[config.mk]
export PLATFORM = sky130hd
export DESIGN_NAME = sga_uc_param
export DESIGN_NICKNAME = d
export VERILOG_FILES = /design/src/rtl/sga_pkg.sv /design/src/rtl/sga_dir_queue.sv /design/src/rtl/sga_uc_param.sv
export SDC_FILE = /design/constraint.sdc
export NUM_CORES = 1
export LEC_CHECK = 0
export BUFFER_PORTS_ARGS = -buffer_cell sky130_fd_sc_hd__buf_2
export CAP_MARGIN = 20
export CORE_MARGIN = 4
export CORE_UTILIZATION = 35
export CTS_BUF_LIST = sky130_fd_sc_hd__clkbuf_16
export DETAILED_ROUTE_END_ITERATION = 8
export SYNTH_ARGS = -nofsm -noshare
export SYNTH_HDL_FRONTEND = slang
export SYNTH_HIERARCHICAL = 1
export SYNTH_SLANG_ARGS = --single-unit
export TNS_END_PERCENT = 100
[constraint.sdc]
create_clock -name clock -period 7 [get_ports clock]
set_input_delay 0.35 -clock clock [delete_from_list [all_inputs] [get_ports clock]]
set_output_delay 0.35 -clock clock [all_outputs]
set_load 0.01 [all_outputs]
[src/rtl/sga_pkg.sv]
// Shared definitions for the Snake Game Arcade control unit: state codes,
// direction encodings and the opposite-direction helper.
package sga_pkg;

  typedef enum logic [4:0] {
    IDLE       = 5'd0,
    PREPARA    = 5'd1,
    GERA_MACA  = 5'd2,
    RENDERIZA  = 5'd3,
    ESPERA     = 5'd4,
    REGISTRA   = 5'd5,
    MOVE       = 5'd6,
    WRITE      = 5'd7,
    COMPARA    = 5'd8,
    COMEU_MACA = 5'd9,
    CRESCE     = 5'd10,
    PAUSOU     = 5'd11,
    PERDEU     = 5'd12,
    GANHOU     = 5'd13
  } state_t;

  localparam logic [1:0] DIR_RIGHT = 2'b00;
  localparam logic [1:0] DIR_LEFT  = 2'b01;
  localparam logic [1:0] DIR_DOWN  = 2'b10;
  localparam logic [1:0] DIR_UP    = 2'b11;

  function automatic logic [1:0] opposite(input logic [1:0] dir);
    return dir ^ 2'b01;
  endfunction

endpackage

[src/rtl/sga_dir_queue.sv]
// Buffered direction requests: validates single-button pulses against the
// most recent pending direction and holds up to DIR_DEPTH of them.
module sga_dir_queue
  import sga_pkg::*;
#(
  parameter int DIR_DEPTH = 2
) (
  input  logic       clock,
  input  logic       restart_n,
  input  logic       flush,
  input  logic       btn_left,
  input  logic       btn_right,
  input  logic       btn_up,
  input  logic       btn_down,
  input  logic       deq,
  input  logic [1:0] cur_dir,
  output logic [1:0] out_dir,
  output logic       out_valid
);

  // Storage is sized for the largest legal depth; DIR_DEPTH caps occupancy.
  logic [1:0] mem [4];
  logic [2:0] count;
  logic [1:0] tail;
  logic [1:0] req_dir;
  logic [1:0] ref_dir;
  logic       req_one;
  logic       full;
  logic       do_deq;
  logic       do_enq;

  always_comb begin
    req_one = 1'b1;
    req_dir = DIR_RIGHT;
    case ({btn_left, btn_right, btn_up, btn_down})
      4'b1000: req_dir = DIR_LEFT;
      4'b0100: req_dir = DIR_RIGHT;
      4'b0010: req_dir = DIR_UP;
      4'b0001: req_dir = DIR_DOWN;
      default: req_one = 1'b0;
    endcase
  end

  assign tail      = count[1:0] - 2'd1;
  assign ref_dir   = (count == 3'd0) ? cur_dir : mem[tail];
  assign full      = (count == 3'(DIR_DEPTH));
  assign do_deq    = deq && (count != 3'd0);
  assign do_enq    = req_one && (req_dir != ref_dir) && (req_dir != opposite(ref_dir))
                     && (!full || do_deq);
  assign out_dir   = mem[0];
  assign out_valid = (count != 3'd0);

  always_ff @(posedge clock or negedge restart_n) begin
    if (!restart_n) begin
      count <= 3'd0;
      for (int i = 0; i < 4; i++) mem[i] <= DIR_RIGHT;
    end else if (flush) begin
      count <= 3'd0;
    end else begin
      if (do_deq) begin
        for (int i = 0; i < 3; i++) mem[i] <= mem[i+1];
      end
      // On a simultaneous dequeue the new entry lands one slot lower.
      if (do_enq) begin
        if (do_deq) mem[tail] <= req_dir;
        else        mem[count[1:0]] <= req_dir;
      end
      if (do_enq && !do_deq)      count <= count + 3'd1;
      else if (!do_enq && do_deq) count <= count - 3'd1;
    end
  end

endmodule

[src/rtl/sga_uc_param.sv]
// Snake Game Arcade control unit: game FSM, length counter, move timer and
// segment index driving the body-RAM shift loop and the render loop.
module sga_uc_param
  import sga_pkg::*;
#(
  parameter int SIZE_W     = 6,
  parameter int INIT_SIZE  = 3,
  parameter int MAX_SIZE   = 64,
  parameter int TICK_W     = 24,
  parameter int PLAY_TICKS = 5000000,
  parameter int DIR_DEPTH  = 2
) (
  input  logic              clock,
  input  logic              restart_n,
  input  logic              start,
  input  logic              pause,
  input  logic              btn_left,
  input  logic              btn_right,
  input  logic              btn_up,
  input  logic              btn_down,
  input  logic              played,
  input  logic              is_at_apple,
  input  logic              is_at_border,
  input  logic              is_at_body,
  output logic [SIZE_W-1:0] size,
  output logic [SIZE_W-1:0] seg_idx,
  output logic [1:0]        direction,
  output logic              register_head,
  output logic              register_apple,
  output logic              we_ram,
  output logic              mux_ram,
  output logic              render_en,
  output logic              finished,
  output logic              won,
  output logic              lost,
  output logic [4:0]        db_state
);

  localparam logic [SIZE_W-1:0] SEG_ONE   = SIZE_W'(1);
  localparam logic [SIZE_W-1:0] SIZE_INIT = SIZE_W'(INIT_SIZE);
  localparam logic [SIZE_W:0]   SIZE_MAX  = (SIZE_W+1)'(MAX_SIZE);
  localparam logic [TICK_W-1:0] TICK_LAST = TICK_W'(PLAY_TICKS - 1);

  state_t            state, state_next;
  logic [TICK_W-1:0] timer;
  logic [SIZE_W:0]   size_inc;
  logic              move_due;
  logic              render_last;
  logic              flush;
  logic              deq;
  logic [1:0]        q_dir;
  logic              q_valid;

  assign size_inc    = {1'b0, size} + (SIZE_W+1)'(1);
  assign move_due    = (timer == TICK_LAST) || played;
  assign render_last = (seg_idx == size - SEG_ONE);
  assign flush       = (state == PREPARA);
  assign deq         = (state == REGISTRA);

  sga_dir_queue #(.DIR_DEPTH(DIR_DEPTH)) u_dir_queue (
    .clock     (clock),
    .restart_n (restart_n),
    .flush     (flush),
    .btn_left  (btn_left),
    .btn_right (btn_right),
    .btn_up    (btn_up),
    .btn_down  (btn_down),
    .deq       (deq),
    .cur_dir   (direction),
    .out_dir   (q_dir),
    .out_valid (q_valid)
  );

  always_ff @(posedge clock or negedge restart_n) begin
    if (!restart_n) state <= IDLE;
    else            state <= state_next;
  end

  always_comb begin
    state_next     = state;
    register_head  = 1'b0;
    register_apple = 1'b0;
    we_ram         = 1'b0;
    mux_ram        = 1'b0;
    render_en      = 1'b0;
    finished       = 1'b0;
    won            = 1'b0;
    lost           = 1'b0;
    case (state)
      IDLE:       if (start) state_next = PREPARA;
      PREPARA:    state_next = GERA_MACA;
      GERA_MACA: begin
        register_apple = 1'b1;
        state_next     = RENDERIZA;
      end
      RENDERIZA: begin
        render_en = 1'b1;
        if (render_last) state_next = ESPERA;
      end
      // A due move takes precedence over a pause request in the same cycle.
      ESPERA: begin
        if (move_due)   state_next = REGISTRA;
        else if (pause) state_next = PAUSOU;
      end
      PAUSOU:     if (start && !pause) state_next = ESPERA;
      REGISTRA: begin
        register_head = 1'b1;
        state_next    = MOVE;
      end
      MOVE: begin
        mux_ram    = 1'b1;
        state_next = WRITE;
      end
      WRITE: begin
        mux_ram    = 1'b1;
        we_ram     = 1'b1;
        state_next = (seg_idx == '0) ? COMPARA : MOVE;
      end
      COMPARA: begin
        if (is_at_border || is_at_body) state_next = PERDEU;
        else if (is_at_apple)           state_next = COMEU_MACA;
        else                            state_next = RENDERIZA;
      end
      COMEU_MACA: state_next = CRESCE;
      CRESCE:     state_next = (size_inc == SIZE_MAX) ? GANHOU : GERA_MACA;
      PERDEU: begin
        finished = 1'b1;
        lost     = 1'b1;
        if (start) state_next = PREPARA;
      end
      GANHOU: begin
        finished = 1'b1;
        won      = 1'b1;
        if (start) state_next = PREPARA;
      end
      default:    state_next = IDLE;
    endcase
  end

  assign db_state = state;

  always_ff @(posedge clock or negedge restart_n) begin
    if (!restart_n) begin
      size      <= '0;
      seg_idx   <= '0;
      direction <= DIR_RIGHT;
      timer     <= '0;
    end else begin
      case (state)
        PREPARA: begin
          size      <= SIZE_INIT;
          direction <= DIR_RIGHT;
        end
        GERA_MACA: seg_idx <= '0;
        RENDERIZA: begin
          if (render_last) begin
            seg_idx <= '0;
            timer   <= '0;
          end else begin
            seg_idx <= seg_idx + SEG_ONE;
          end
        end
        ESPERA: if (!move_due && !pause) timer <= timer + TICK_W'(1);
        REGISTRA: begin
          if (q_valid) direction <= q_dir;
          seg_idx <= size - SEG_ONE;
        end
        WRITE:   if (seg_idx != '0) seg_idx <= seg_idx - SEG_ONE;
        COMPARA: seg_idx <= '0;
        CRESCE:  size <= size_inc[SIZE_W-1:0];
        default: ;
      endcase
    end
  end

endmodule

==> results.toml <==
[status]
outcome = "finished, final reports clean"

[sta]
slew_headroom_pct = 27.1
slew_viol_final = 0
max_freq_mhz = 313
grt_setup_unrepaired = "false"
fin_tns_setup_ns = 0
skew_ns = 0.00586
hold_viol_final = 0
tightest_slew_ns = 1.09
setup_violations = 0
finalCriticalPeriod_ns = 3.20
min_period_over_period_pct = 45.7
fin_ws_ns = 3.80

[synth]
synth_cell_type_count = 75
synth_edf_count = 0
async_flop_share_pct = 100
synth_ff_type = "dfrtp_1"
ys_seq_area_share_pct = 32.6
yosys_warnings = 6
syn_avg_cell_area_sq_um = 8.59
netlist_area_sq_um = 4060
ys_ff_latch = 53
synth_nets = 498
syn_inst = 473

[drt]
ant_nets = 0
vias_per_cell = 5.65
dr.pass1.iters = 5
drc = 0
first_iter_violations = 190
wire_per_inst_um = 15.7
route.vias.total = 3586
drt_wl_total_um = 9940

[worst_setup_path]
cp.arrival_ns = 3.38
critPathLaunchType = "register"
cp-startpoint = "db_state[3]$_DFFE_PN0P_"
required_ns = 7.18
criticalPathCategory = "reg -> reg"
end_kind = "register"
crit_fanout = 21
r2r_start = "db_state[3]$_DFFE_PN0P_"

[run]
cap_violations = 0

[clock_tree]
clkSinkCount = 53
cts_buffers = 5
htree_levels = 2
worst_skew_pair.late_latency_ns = 0.29
ctsResizeCount = 0
clk_pin_slew_worst_paths_ns = 0.07
hold_buffers = 0
cts_tree = "yes"
cts_buffer_depth = 2
root_buffer = "clkbuf_16"
postCtsSetupBuffers = 0

[layout]
fill_cells = 1155
fin_nets = 516
mostFrequentLayoutCells = "dfrtp_1, nor2_1, nand2_1, buf_2, nand3_1"
final_common_cell = "dfrtp_1"
drive_above_1_share_pct = 16.1
layout.cells.non_filler = 635
final_core_util_pct = 38.9
antenna_cells = 0
area_growth_pct = 8.90
multi_input_area_sq_um = 2490
seq_area_sq_um = 1330

[placement]
dp_slack_ns = 3.88
io_buffers = 37
hpwl_um = 7250
dp.cells = 627
gp_congestion = 0.908

[global_route]
grt-ovfl-total = 0
grt_max_degree = 54
antenna_found_initial = 0
first_global_vias = 3424
grt_pass1_wl_um = 17000
track_usage_pct = 15.6

[power]
p_leak_nw = 1.82
ir_worst_vdd_mv = 0.185
power_density_nw_per_um2 = 388

[floorplan]
rows = 39
dieArea_sq_um = 13400
io_pins = 39
core_region_area_sq_um = 11400
die_h_um = 116
dieWidth_um = 116
start_util_pct = 35.7

[min_path]
hold_class = "in -> async"
-- registers in the layout, summed over array words and instances (netlist names), named ones only --
register and count:
u_dir_queue/out_dir 2, timer 24, db_state 4, seg_idx 6, direction 2, size 6, u_dir_queue/mem 4, u_dir_queue/count 3
-- per-layer routing --
layer  global-route usage (%)  vias to the layer above  wire length, um
li1                         -                     1745                -
met1                     21.0                     1750             4660
met2                     25.7                       81             4780
met3                     1.83                       10              345
met4                     5.88                        0              147
met5                        0                        -                0
-- cells by family after synthesis --
family                     share of synthesized area [%]
AOI/OAI and AO/OA                                   16.9
xor gates and xnor gates                            7.79
adders and majority gates                           4.19
buffers and inverters                               6.06
DFF                                                 32.6
muxes                                               3.69
other                                             0.0923
and+or+nand+nor                                     28.7
-- Yosys cell counts (3+ instances only) --
library cell | n | area [sq um]
a211oi_1 | 4 | 30.0
buf_6 | 4 | 45.0
dfrtp_1 | 53 | 1330
and2_1 | 3 | 18.8
mux2_2 | 8 | 90.1
nor4_1 | 12 | 75.1
or4_1 | 7 | 52.6
a21o_1 | 3 | 22.5
clkbuf_1 | 14 | 52.6
nor2_1 | 44 | 165
nand2b_1 | 6 | 37.5
nand2_1 | 37 | 139
ha_1 | 12 | 150
o22ai_1 | 9 | 56.3
nand4_1 | 6 | 37.5
buf_4 | 3 | 22.5
or3_1 | 5 | 31.3
nor2b_1 | 4 | 25.0
nand3_1 | 36 | 180
buf_2 | 5 | 25.0
o31ai_1 | 3 | 22.5
o21a_1 | 3 | 22.5
o22a_1 | 3 | 26.3
a22oi_1 | 3 | 22.5
o21ai_0 | 20 | 100
a21oi_1 | 16 | 80.1
mux2i_1 | 6 | 60.1
nor3_4 | 3 | 48.8
and3_1 | 3 | 18.8
or2_2 | 5 | 31.3
a31oi_1 | 4 | 25.0
inv_1 | 26 | 97.6
nor3_1 | 21 | 105
xnor2_1 | 26 | 228
xor2_1 | 5 | 43.8
-- report_power, final --
group          leakage (nW)  total, mW  switching, mW  internal [mW]
combinational          1.08      0.857          0.470          0.387
sequential            0.667      0.618          0.201          0.417
clock                0.0748      0.244          0.113          0.130
-- cell type report --
type	count	share of cell area [%]
clock inverters	3	0.311
flip-flops and latches	53	30.0
multi-input cells	367	56.3
well taps	143	4.04
clock buffers	5	2.83
repair buffers	38	4.35
inverters	26	2.21
-- through the flow --
stage               power (mW)  cell area, sq um  hold WS, ns
floorplan                 1.28              4060       0.0544
global placement          1.46              4290        0.480
detailed placement        1.47              4290        0.494
CTS                       1.73              4430        0.220
global route              1.87              4430        0.261
finish                    1.72              4430        0.187
-- worst paths after layout --
| kind | slack, ns | cells after the start | end |
|---|---|---|---|
| max | 3.80 | 10 | u_dir_queue/count[2]$_DFFE_PN0P_ |
| min | 0.19 | 2 | timer[20]$_DFFE_PN0P_ |
| max reg2reg | 3.80 | 10 | u_dir_queue/count[2]$_DFFE_PN0P_ |
| min reg2reg | 0.51 | 1 | register |
| max in group asynchronous | 6.37 | 2 | u_dir_queue/count[1]$_DFFE_PN0P_ |
| min in group clock | 0.47 | 3 | timer[17]$_DFFE_PN0P_ |
-- critical path, cell delays in order, from the launching register on --
cell      delay (ns)
dfrtp_1         0.61
nand2b_1        0.29
or2_2           0.36
inv_1           0.28
nand2_1         0.26
nand2_1         0.17
nor2_1          0.07
fa_1            0.38
and3_1          0.17
mux2i_1         0.14
mux2_2          0.35
Power figures use the tool's default switching activity.
